File: src/rtl/rev_alu_pkg.sv
// rev_alu_pkg: shared width, uncompute FSM states and forward DPG tuple type
package rev_alu_pkg;
  localparam int ALU_W = 16;
  typedef enum logic [1:0] {IDLE, RUN, DONE} uncomp_state_t;
  typedef struct packed {
    logic [ALU_W-1:0] a;
    logic [ALU_W-1:0] g;
    logic [ALU_W-1:0] s;
    logic             cout;
  } dpg_tuple_t;
endpackage

File: src/rtl/dpg_inv_cell.sv
// dpg_inv_cell: combinational single-bit inverse DPG (p,q,r,s -> a,b,c,d)
module dpg_inv_cell (
  input  logic p,
  input  logic q,
  input  logic r,
  input  logic s,
  output logic a,
  output logic b,
  output logic c,
  output logic d
);
  assign a = p;
  assign b = p ^ q;
  assign c = q ^ r;
  assign d = s ^ (q & c) ^ (a & b);
endmodule

File: src/rtl/dpg_serial_uncompute.sv
// dpg_serial_uncompute: bit-serial MSB-first inverse DPG cascade recovering B and Cin; ANCILLA_CHECK_EN adds the ancilla check
module dpg_serial_uncompute
  import rev_alu_pkg::*;
#(
  parameter int W     = ALU_W,
  parameter int IDX_W = $clog2(W)
) (
  input  logic             clk,
  input  logic             rst_n,
  input  logic             in_valid,
  output logic             in_ready,
  input  logic [W-1:0]     in_a,
  input  logic [W-1:0]     in_g,
  input  logic [W-1:0]     in_s,
  input  logic             in_cout,
  output logic             out_valid,
  input  logic             out_ready,
  output logic [W-1:0]     out_a,
  output logic [W-1:0]     out_b,
  output logic             out_cin,
  output logic             out_err,
  output logic [IDX_W-1:0] out_err_pos,
  output logic             busy
);
  uncomp_state_t    state, state_n;
  logic [W-1:0]     g_q, s_q;
  logic [IDX_W-1:0] idx;
  logic             carry;
  logic             cell_a, cell_b, cell_c, cell_d;
  logic             accept;
  assign accept    = (state == IDLE) && in_valid;
  assign in_ready  = state == IDLE;
  assign out_valid = state == DONE;
  assign busy      = state != IDLE;
  dpg_inv_cell u_cell (
    .p(out_a[idx]),
    .q(g_q[idx]),
    .r(s_q[idx]),
    .s(carry),
    .a(cell_a),
    .b(cell_b),
    .c(cell_c),
    .d(cell_d)
  );
  always_comb begin
    state_n = state;
    case (state)
      IDLE:    state_n = in_valid ? RUN : IDLE;
      RUN:     state_n = (idx == '0) ? DONE : RUN;
      DONE:    state_n = out_ready ? IDLE : DONE;
      default: state_n = IDLE;
    endcase
  end
  always_ff @(posedge clk) begin
    if (!rst_n) state <= IDLE;
    else        state <= state_n;
  end
  always_ff @(posedge clk) begin
    if (!rst_n) begin
      out_a   <= '0;
      out_b   <= '0;
      out_cin <= 1'b0;
      g_q     <= '0;
      s_q     <= '0;
      idx     <= '0;
      carry   <= 1'b0;
    end else if (accept) begin
      out_a <= in_a;
      g_q   <= in_g;
      s_q   <= in_s;
      idx   <= IDX_W'(W - 1);
      carry <= in_cout;
    end else if (state == RUN) begin
      out_b[idx] <= cell_b;
      carry      <= cell_c;
      if (idx == '0) out_cin <= cell_c;
      else           idx     <= idx - 1'b1;
    end
  end
`ifdef ANCILLA_CHECK_EN
  always_ff @(posedge clk) begin
    if (!rst_n || accept) begin
      out_err     <= 1'b0;
      out_err_pos <= '0;
    end else if (state == RUN && cell_d && !out_err) begin
      out_err     <= 1'b1;
      out_err_pos <= idx;
    end
  end
`else
  assign out_err     = 1'b0;
  assign out_err_pos = '0;
`endif
endmodule

File: config.mk
export PLATFORM = sky130hd
export DESIGN_NAME = dpg_serial_uncompute
export DESIGN_NICKNAME = d
export VERILOG_FILES = /design/src/rtl/rev_alu_pkg.sv /design/src/rtl/dpg_inv_cell.sv /design/src/rtl/dpg_serial_uncompute.sv
export SDC_FILE = /design/constraint.sdc
export NUM_CORES = 1
export LEC_CHECK = 0
export ABC_AREA = 1
export CORE_MARGIN = 5
export CORE_UTILIZATION = 35
export CTS_BUF_LIST = sky130_fd_sc_hd__clkbuf_16
export DETAILED_ROUTE_END_ITERATION = 12
export PLACE_DENSITY = 0.6
export SLEW_MARGIN = 20
export SYNTH_ARGS = -nofsm -noshare
export SYNTH_HDL_FRONTEND = slang
export SYNTH_SLANG_ARGS = --single-unit
File: constraint.sdc
create_clock -name clk -period 1.7 [get_ports clk]
set_input_delay 0.34 -clock clk [delete_from_list [all_inputs] [get_ports clk]]
set_output_delay 0.34 -clock clk [all_outputs]
set_load 0.03 [all_outputs]
* After elaboration in Yosys (flattened, before gate mapping)
Index checks and enable logic that the tools add are counted.
** Storage, ports and cells
- Bits in registers :: 71
- Bits in latches :: 0
- Bits in writable memories :: 0
- ROM bits :: 0
- Input bits :: 53
- Output and inout bits :: 41
- Word-level logic and storage cells :: 41
- Memories :: 0
** Cells by class
- Add/subtract/negate cells :: 1
- Multiply operators :: 0
- Divide/modulo/power cells :: 0
- Order comparisons :: 2
- Equality and inequality tests :: 3
- Shift-type cells :: 0
- Mux-type cells :: 16
- Bitwise logic cells :: 3
- Reductions and logical operators :: 9
** Operators by type and width (number)
- 16-bit bitwise mux :: 1
- 1-bit binary-select mux with 4-bit select :: 3
- 4-bit 2-to-1 mux :: 3
- 2-bit case mux with 3 select lines :: 1
- 4-bit by 5-bit less-than comparator with 1-bit output, second input constant :: 1
- 1-bit 2-to-1 mux :: 5
- 1-bit demux with 4-bit select :: 1
- 4-bit by 1-bit >= comparator with 1-bit output, second input constant :: 1
- 4-bit logical NOT :: 1
- 2-bit 2-to-1 mux :: 2
- 2-bit AND reduction :: 2
- 2-bit nonzero test :: 2
- 4-bit by 1-bit subtractor with 4-bit output, second input constant :: 1
- 3-bit AND reduction :: 1
- 2-bit by 1-bit equality test with 1-bit output, second input constant :: 1
- 2-bit equality test, second input constant :: 1
- 1-bit logical AND :: 2
- 2-bit logical NOT :: 1
- 2-bit inequality test, second input constant :: 1
- 1-bit XOR :: 2
- 1-bit NOT :: 1

* Depth between registers and ports, before layout
Gate-level depths: netlist (run 1).
- Word-level depth :: 5
- Mapped depth :: 15

* By module
Synthesis (run 1) repeated with hierarchy kept, for this count alone.
** Unflattened totals
- Cells, all modules :: 495
- Area total of the unflattened synthesis :: 3498.4 um^2
** Modules (own cells, without submodules)
- dpg_serial_uncompute :: instances 1, cells each 479, area an instance 3415.8 um^2, seq. area each 1441.4 um^2
- dpg_inv_cell :: instances 1, cells each 16, area an instance 82.6 um^2, seq. area each 0.0 um^2

* Worst setup path before layout (run 1)
OpenSTA, ideal clock, no wires.
- Path kind :: reg-to-reg
- Start point :: register state[1]
- End point :: register g_q[0]
- Library setup time :: 70 ps
- Arrival :: 1612 ps
- Required time :: 1630 ps
- Path slack :: 18 ps
- Stages on the path, launching flop included :: 6
- Period minus slack after synthesis :: 1682 ps
- Cell sequence :: dfxtp_1 -> nor2_1 -> nand2_1 -> clkbuf_1 -> clkbuf_1 -> a21oi_1
** On the way
- Cells in the longest elaborated chain, start to end :: 2
** Ends and longest elaborated chain
- start, declared :: RTL line dpg_serial_uncompute.sv:25 : uncomp_state_t state, state_n;
- start signal, assigned :: RTL line dpg_serial_uncompute.sv:56 : else state <= state_n;
- 2-bit logical NOT
- via in_ready :: RTL line dpg_serial_uncompute.sv:11 : output logic in_ready,
- 1-bit logical AND :: RTL line dpg_serial_uncompute.sv:31 : assign accept = (state == IDLE) && in_valid;
- end signal, assigned :: RTL line dpg_serial_uncompute.sv:69 : g_q <= in_g;
- end, declared :: RTL line dpg_serial_uncompute.sv:26 : logic [W-1:0] g_q, s_q;
The timed path passes the listed nets, and every way through them passes these cells.
A chain may end at the register's enable or synchronous reset.

* Worst setup path after layout (run 1)
- Start point :: register out_b[11]
- End point :: output out_b[11]
** RTL lines
- start, declared :: RTL line dpg_serial_uncompute.sv:19 : output logic [W-1:0] out_b,
- start signal, assigned by index :: RTL line dpg_serial_uncompute.sv:74 : out_b[idx] <= cell_b;
No word-level cell between the ends.

==> impl_metrics.tcl, run 1 <==
set metrics [dict create \
    crit_path_max_incr_delay_ns 0.67 \
    critical_path_class "register to primary output" \
    grt_max_degree 50 \
    synth_edf_count 0 \
    crit_required_ns 1.36 \
    critical_path.cell_chain "clkdlybuf4s50_1" \
    ys_ff_latch 71 \
    dr.pass1.iters 4 \
    grt_pass1_vias 3267 \
    max_freq_mhz 597 \
    cts_buffers 9 \
    place_congestion 0.797 \
    pwr-share-seq 0.357 \
    gr-total-overflow 0 \
    skew_ns 0.00525 \
    syn-instance-count 525 \
    grt_util_all_layers 0.150 \
    worst-endpoint-arrival_ns 1.34 \
    cellInternalPower_mw 3.55 \
    end_kind "primary output" \
    synth_commonest_cells "108 x nand2_1, 84 x inv_1, 71 x dfxtp_1" \
    start_util 0.359 \
    ant_nets 0 \
    yosys_warnings 0 \
    combPwrFrac 0.313 \
    io_buffer_count 87 \
    cts_num_sinks 71 \
    hold_path_class "register to register" \
    fin_nets 671 \
    async_reset_ff_frac 0 \
    synth_top_area_share 0.403 \
    setup_viol 0 \
    synth.distinct_cells 22 \
    ir_drop_v 0.000529 \
    ctsHoldBuffers 0 \
    yosysTopAreaCell "dfxtp_1" \
    antenna_found_initial 0 \
    crit_path_start_kind "register" \
    num_vias 3414 \
    netlist_area_um2 3530 \
    clkTransAtPathRegs_ns 0.05 \
    num_rows 36 \
    leakage_nw 2.58 \
    clock_power_share 0.330 \
    post-synth-top-count-cell "nand2_1" \
    insertion_delay_ns 0.33 \
    core_um2 9820 \
    route.detailed.drc 0 \
    seq_area_frac_synth 0.403 \
    grt_pass1_wl_um 15400 \
    cts_buffer_depth 2 \
    synth_ff_type "dfxtp_1" \
    chipWidth_um 110 \
    power.density_nw_per_um2 1070 \
    status "completed" \
    path_buf_inv 1 \
    rsz0062_at_grt "yes" \
    maxCapViolations 0 \
    slowest_stage "clkdlybuf4s50_1" \
    fp.dieH_um 110 \
    viasPerCell 4.56 \
    wl_per_cell_um 12.2 \
    crit_family "buffers and inverters" \
    crit_fanout 2 \
    root_buffer "clkbuf_16" \
    drv_slew 0 \
    dieArea_um2 12200 \
    num_antenna_cells 0 \
    finalSetupTns_ns 0 \
    ios 94 \
    synth_area_leaders "dfxtp_1 40%, nand2_1 11%, inv_1 8.9%" \
    synthToLayoutAreaGrowth_pct 40.4 \
    p_sw_frac 0.330 \
    drive_gt1_frac 0.0990 \
    period_needed_ns 1.68 \
    h-tree-depth 3 \
    cts_tree "done" \
    final_util 0.505 \
    p_switching_mw 1.75 \
    hold_viol_final 0 \
    dpl.hpwl_um 6500 \
    synth_area_per_cell_um2 6.72 \
    fin_crit_sh 0.985 \
    wirelength_um 9170 \
    drtIter0Drc 137 \
]
power by group through the flow:
stage	Sequential (mW)	Combinational, mW	Clock, mW
3_3_place_gp	1.92	1.48	0
3_5_place_dp	1.93	1.49	0
6_report	1.89	1.66	1.75
2_1_floorplan	2.02	0.950	0
4_1_cts	1.89	1.50	1.78
5_1_grt	1.91	1.84	1.87
layer usage:
layer / global-route usage / wire, um / share of wire
met4: 0.0649 / 157 / 0.017
met3: 0.0312 / 419 / 0.046
met5: 0 / 0 / 0
met1: 0.194 / 4280 / 0.47
met2: 0.239 / 4310 / 0.47
flip-flops by register name (all words and copies together), names as in the netlist:
register  cells
s_q          16
out_a        16
g_q          16
out_cin       1
state         2
idx           4
out_b        16
cells by family after synthesis:
logic type | share of synthesized area
adders and majority gates | 0.0177
DFF | 0.403
and+or+nand+nor | 0.284
other | 0.00106
AOI/OAI and AO/OA | 0.145
buffers and inverters | 0.150
worst reg2reg max path, cell delays in order (launching register included):
cell	delay, ns
dfxtp_1	0.41
inv_1	0.09
nor2_1	0.31
nand2_1	0.13
nand2_2	0.11
nor2_4	0.04
buf_12	0.13
nand2_1	0.06
nand3_1	0.12
nand2_1	0.09
inv_1	0.04
cell usage in the layout, fill, tap and decap left out, types with 2 or more instances in the layout:
cell	instances
nand2_8	3
inv_2	4
nor2_2	3
buf_12	4
dlymetal6s2s_1	22
nand2_4	2
dfxtp_1	70
dlygate4sd2_1	5
nor3_1	3
ha_1	5
buf_4	12
conb_1	5
nand3_1	32
nor2_1	61
nand2_2	8
a21oi_1	53
nand2_1	104
clkdlybuf4s50_1	60
inv_1	85
o21ai_0	49
nor2_4	2
clkbuf_16	9
nand3_2	10
metrics by stage:
| step | cells | setup slack, ns | power [mW] | instance area (um2) | hold WS [ns] |
|---|---|---|---|---|---|
| floorplan | 529 | 0.0178 | 2.97 | 3540 | 0.429 |
| global placement | 730 | 0.0280 | 3.40 | 4510 | 0.438 |
| detailed placement | 730 | 0.0289 | 3.42 | 4510 | 0.443 |
| CTS | 744 | 0.000346 | 5.17 | 4770 | 0.451 |
| global route | 749 | -0.0252 | 5.63 | 4950 | 0.468 |
| finish | 749 | 0.0248 | 5.30 | 4950 | 0.448 |
path summary, 6_finish.rpt:
path	slack [ns]	to	cells after the start	start
worst min register to register	0.45	s_q[3]$_SDFFE_PN0P_	2	s_q[3]$_SDFFE_PN0P_
worst max register to register	0.07	out_cin$_SDFFE_PN0P_	10	idx[2]$_SDFFE_PN0P_
worst max-delay path	0.02	out_b[11]	1	out_b[11]$_SDFFE_PN0P_
worst min-delay path	0.45	s_q[3]$_SDFFE_PN0P_	2	s_q[3]$_SDFFE_PN0P_
repair_timing:
action | in CTS | in global routing
resized for setup | 5 | 40
gates cloned | 0 | 1
setup buffers | 0 | 4
endpoints found under the hold margin | 0 | 0
setup endpoints to repair | 5 | 40
pin swaps | 0 | 4
cell type report:
class	instances	area (um2)
Multi-Input combinational cell	340	1660
Timing Repair Buffer	103	1090
Sequential cell	71	1420
Clock buffer	9	225
Inverter	88	345
Fill cell	1009	4860
Clock inverter	5	45.0
Tap cell	133	166
Power figures use the tool's default switching activity.
==> run 2: changes to the inputs <==
Settings changed: CORE_UTILIZATION 35 to 24, PLACE_DENSITY 0.6 to 0.44.
==> run 2 against run 1 <==
Sequential cell count stayed put. Cell count grew 7.3%. Critical path depth unchanged. Via count fell by 1.8%. Global-route usage is 3.5 points lower. First-iteration DRC count up 5.8%. Non-clock buffer count is 3 higher. Register-to-register slack improved by 0.03 ns. Largest cell class unchanged.
==> impl_metrics.tcl, run 2 (same netlist as run 1, synthesis figures left out) <==
set metrics [dict create \
    r2r-end "idx[3]$_SDFFE_PN0P_" \
    r2r_cells 10 \
    worst-endpoint-arrival_ns 1.34 \
    num_vias 3353 \
    insertion_delay_ns 0.33 \
    dr.pass1.iters 4 \
    hp-start "g_q[2]$_SDFFE_PN0P_" \
    ir_drop_v 0.000355 \
    final_common_cell "nand2_1" \
    ant_nets 0 \
    cts_tree "done" \
    mostFrequentLayoutCells "104 x nand2_1, 84 x inv_1, 69 x dfxtp_1" \
    core_um2 14500 \
    slowest_stage "clkdlybuf4s50_1" \
    grt_util_all_layers 0.115 \
    critical_path_class "register to primary output" \
    rr_startpoint "idx[0]$_SDFFE_PN0P_" \
    viasPerCell 4.17 \
    max_freq_mhz 596 \
    leakage_nw 2.55 \
    start_util 0.244 \
    crit_fanout 2 \
    critical_path.cell_chain "clkdlybuf4s50_1" \
    cts_buffers 9 \
    cts_buffer_depth 2 \
    final_util 0.346 \
    end_kind "primary output" \
    drive_gt1_frac 0.106 \
    power.density_nw_per_um2 1040 \
    num_rows 44 \
    route.detailed.drc 0 \
    hold_path_class "register to register" \
    maxCapViolations 0 \
    dieArea_um2 17200 \
    drv_slew 0 \
    crit_path_start_kind "register" \
    crit_path_max_incr_delay_ns 0.67 \
    finalSetupTns_ns 0 \
    cts_num_sinks 71 \
    chipWidth_um 131 \
    grt_pass1_vias 3260 \
    ios 94 \
    dp.cells 784 \
    grt_pass1_wl_um 16300 \
    fin_crit_sh 0.987 \
    crit_required_ns 1.36 \
    hold_viol_final 0 \
    status "completed" \
    path_buf_inv 1 \
    worstHoldPathCells 2 \
    fin_nets 674 \
    gr-total-overflow 0 \
    grt_max_degree 52 \
    antenna_found_initial 0 \
    setup_viol 0 \
    dpl.hpwl_um 7250 \
    crit_family "buffers and inverters" \
    wirelength_um 10200 \
    drtIter0Drc 145 \
    root_buffer "clkbuf_16" \
    r2r_slack_ns 0.10 \
    synthToLayoutAreaGrowth_pct 41.9 \
    finalNonFillerCells 804 \
    skew_ns 0.00809 \
    hold_end "g_q[2]$_SDFFE_PN0P_" \
    num_antenna_cells 0 \
    clkTransAtPathRegs_ns 0.06 \
    rsz0062_at_grt "yes" \
    wl_per_cell_um 12.7 \
    period_needed_ns 1.68 \
    fp.dieH_um 131 \
    io_buffer_count 87 \
    h-tree-depth 3 \
    place_congestion 0.730 \
]
## run 2: cell type report
| class | count | area (um2) |
|---|---|---|
| tap | 184 | 230 |
| sequential | 71 | 1420 |
| multi-input combinational | 340 | 1660 |
| fill | 1574 | 9470 |
| inverter | 88 | 359 |
| clock buffer | 9 | 225 |
| clock inverter | 6 | 28.8 |
| timing repair buffer | 106 | 1080 |
## run 2: worst max path at each step
stage	depth (start not counted)	slack, ns	startpoint	to
2_1_floorplan	5	0.02	state[1]$_SDFF_PN0_	g_q[0]$_SDFFE_PN0P_
3_3_place_gp	5	0.05	in_valid	s_q[9]$_SDFFE_PN0P_
6_report	1	0.02	out_a[5]$_SDFFE_PN0P_	out_a[5]
4_1_cts	1	0.00008	out_a[4]$_SDFFE_PN0P_	out_a[4]
3_5_place_dp	12	0.02	idx[0]$_SDFFE_PN0P_	out_b[2]$_SDFFE_PN0P_
5_1_grt	10	-0.02	idx[0]$_SDFFE_PN0P_	idx[3]$_SDFFE_PN0P_
## run 2: metal layers
metal | global-route usage | wire, um | up-vias
li1 | - | - | 1794
met1 | 0.147 | 4940 | 1483
met2 | 0.185 | 4690 | 64
met3 | 0.0226 | 349 | 12
met4 | 0.0543 | 225 | 0
met5 | 0 | 0 | -
## run 2: where the power goes
part / switching [mW] / internal [mW] / leakage [nW]
registers: 0.0720 / 1.82 / 0.586
logic: 1.05 / 0.603 / 1.84
clock network: 0.687 / 0.957 / 0.124
## run 2: what timing repair did
item | CTS | global route
resized for setup | 19 | 38
gates cloned | 0 | 1
hold buffers | 0 | 0
buffers inserted | 0 | 4
pin swaps | 0 | 3
endpoints found under the hold margin | 0 | 0
endpoints found under the setup margin | 19 | 35
## run 2: per-stage QoR
stage	hold slack (ns)	cell area [um2]	power, mW	setup slack, ns
after CTS	0.454	4850	5.14	0.0000800
after global routing	0.465	5010	5.53	-0.0163
after floorplan	0.429	3540	2.97	0.0178
after detailed placement	0.445	4620	3.48	0.0184
after global placement	0.440	4620	3.46	0.0462
final	0.450	5010	5.19	0.0217
==> run 3: changes to the inputs <==
Settings changed: CELL_PAD_IN_SITES_DETAIL_PLACEMENT from default to 1, CELL_PAD_IN_SITES_GLOBAL_PLACEMENT from default to 2, PLACE_DENSITY 0.44 to 0.74.
==> run 3 against run 2 <==
Global-route usage increased by 1.1 points. Worst hold slack improved by 0.00089 ns. Largest cell class unchanged. Critical path type unchanged. Wire length increased by 7.5%.
==> impl_metrics.tcl, run 3 (same netlist as run 1, synthesis figures left out) <==
set metrics [dict create \
    setup_viol 0 \
    dpl.hpwl_um 8060 \
    mostFrequentLayoutCells "101 x nand2_1, 80 x inv_1, 70 x dfxtp_1" \
    ir_drop_v 0.000506 \
    critical_path.cell_chain "clkdlybuf4s50_1" \
    cts_num_sinks 71 \
    crit_path_max_incr_delay_ns 0.67 \
    fin_nets 681 \
    crit_required_ns 1.36 \
    drive_gt1_frac 0.131 \
    ant_nets 0 \
    crit_fanout 2 \
    hold_path_class "register to register" \
    rsz0062_at_grt "yes" \
    wl_per_cell_um 13.5 \
    startpoint "out_a[3]$_SDFFE_PN0P_" \
    worst-endpoint-arrival_ns 1.35 \
    ctsHoldBuffers 0 \
    crit_path_start_kind "register" \
    critical_path_class "register to primary output" \
    fin_crit_sh 0.992 \
    nFillCells 1789 \
    drv_slew 0 \
    p_sw_frac 0.335 \
    place_congestion 0.705 \
    cts_buffers 9 \
    hold_viol_final 0 \
    clock_power_share 0.358 \
    status "completed" \
    dr.pass1.iters 4 \
    dieArea_um2 17200 \
    slowest_stage "clkdlybuf4s50_1" \
    hp-start "s_q[9]$_SDFFE_PN0P_" \
    final_util 0.355 \
    ios 94 \
    seq_area_um2 1430 \
    io_buffer_count 87 \
    grt_max_degree 46 \
    end_kind "primary output" \
    rr_startpoint "idx[0]$_SDFFE_PN0P_" \
    cts_buffer_depth 2 \
    combPwrFrac 0.305 \
    num_rows 44 \
    cts_tree "done" \
    crit_family "buffers and inverters" \
    core_um2 14500 \
    fp.dieH_um 131 \
    wirelength_um 11000 \
    insertion_delay_ns 0.34 \
    skew_ns 0.00817 \
    path_buf_inv 1 \
    max_freq_mhz 593 \
    maxCapViolations 0 \
    synthToLayoutAreaGrowth_pct 45.8 \
    chipWidth_um 131 \
    num_vias 3469 \
    grt_pass1_vias 3699 \
    viasPerCell 4.27 \
    drtIter0Drc 128 \
    gr-total-overflow 0 \
    root_buffer "clkbuf_16" \
    power.density_nw_per_um2 1090 \
    start_util 0.244 \
    leakage_nw 2.54 \
    clkTransAtPathRegs_ns 0.06 \
    h-tree-depth 3 \
    route.detailed.drc 0 \
    grt_util_all_layers 0.126 \
    postPlaceCellArea_um2 4650 \
    pwr-share-seq 0.337 \
    antenna_found_initial 0 \
    final_cell_area_um2 5150 \
    cellInternalPower_mw 3.74 \
    num_antenna_cells 0 \
    final_common_cell "nand2_1" \
    period_needed_ns 1.69 \
    grt_pass1_wl_um 18100 \
    multi_input_area_um2 1690 \
    p_switching_mw 1.88 \
]
run 3: layout make-up:
class,count,area share
clock buffers,9,0.0438
well taps,184,0.0447
inverters,88,0.0678
multi-input cells,340,0.328
repair buffers,113,0.222
flip-flops and latches,71,0.277
clock inverters,7,0.0170
run 3: power groups by stage:
stage	Combinational (mW)	Sequential, mW	Clock, mW
after detailed placement	1.59	1.93	0
after floorplan	0.950	2.02	0
final	1.71	1.89	2.02
after CTS	1.64	1.89	2.06
after global routing	1.92	1.91	2.13
after global placement	1.56	1.92	0
run 3: worst paths after layout:
check                                             end  slack, ns  depth (start not counted)
worst min-delay path              s_q[9]$_SDFFE_PN0P_       0.45                          2
worst max-delay path                         out_a[3]       0.01                          1
worst min register to register    s_q[9]$_SDFFE_PN0P_       0.45                          2
worst max register to register  out_b[7]$_SDFFE_PN0P_       0.04                         13
run 3: timing repair:
item,in CTS,in global routing
gates resized for setup,27,38
buffers inserted,2,3
setup endpoints to repair,39,30
pin swaps,0,15
cloned,0,2
run 3: per-stage QoR:
stage | cells | setup WS, ns | hold slack [ns] | total power [mW] | TNS (ns)
detailed placement | 789 | -0.0374 | 0.446 | 3.52 | -0.401
CTS | 807 | 0.000218 | 0.456 | 5.59 | 0
global placement | 789 | -0.0123 | 0.439 | 3.48 | -0.0502
floorplan | 529 | 0.0178 | 0.429 | 2.97 | 0
global route | 812 | -0.0924 | 0.467 | 5.96 | -1.22
finish | 812 | 0.0144 | 0.451 | 5.62 | 0
run 3: metal layers:
metal,global-route usage,wire (um)
met1,0.156,5100
met2,0.214,5430
met3,0.0264,324
met4,0.0469,119
met5,0,0
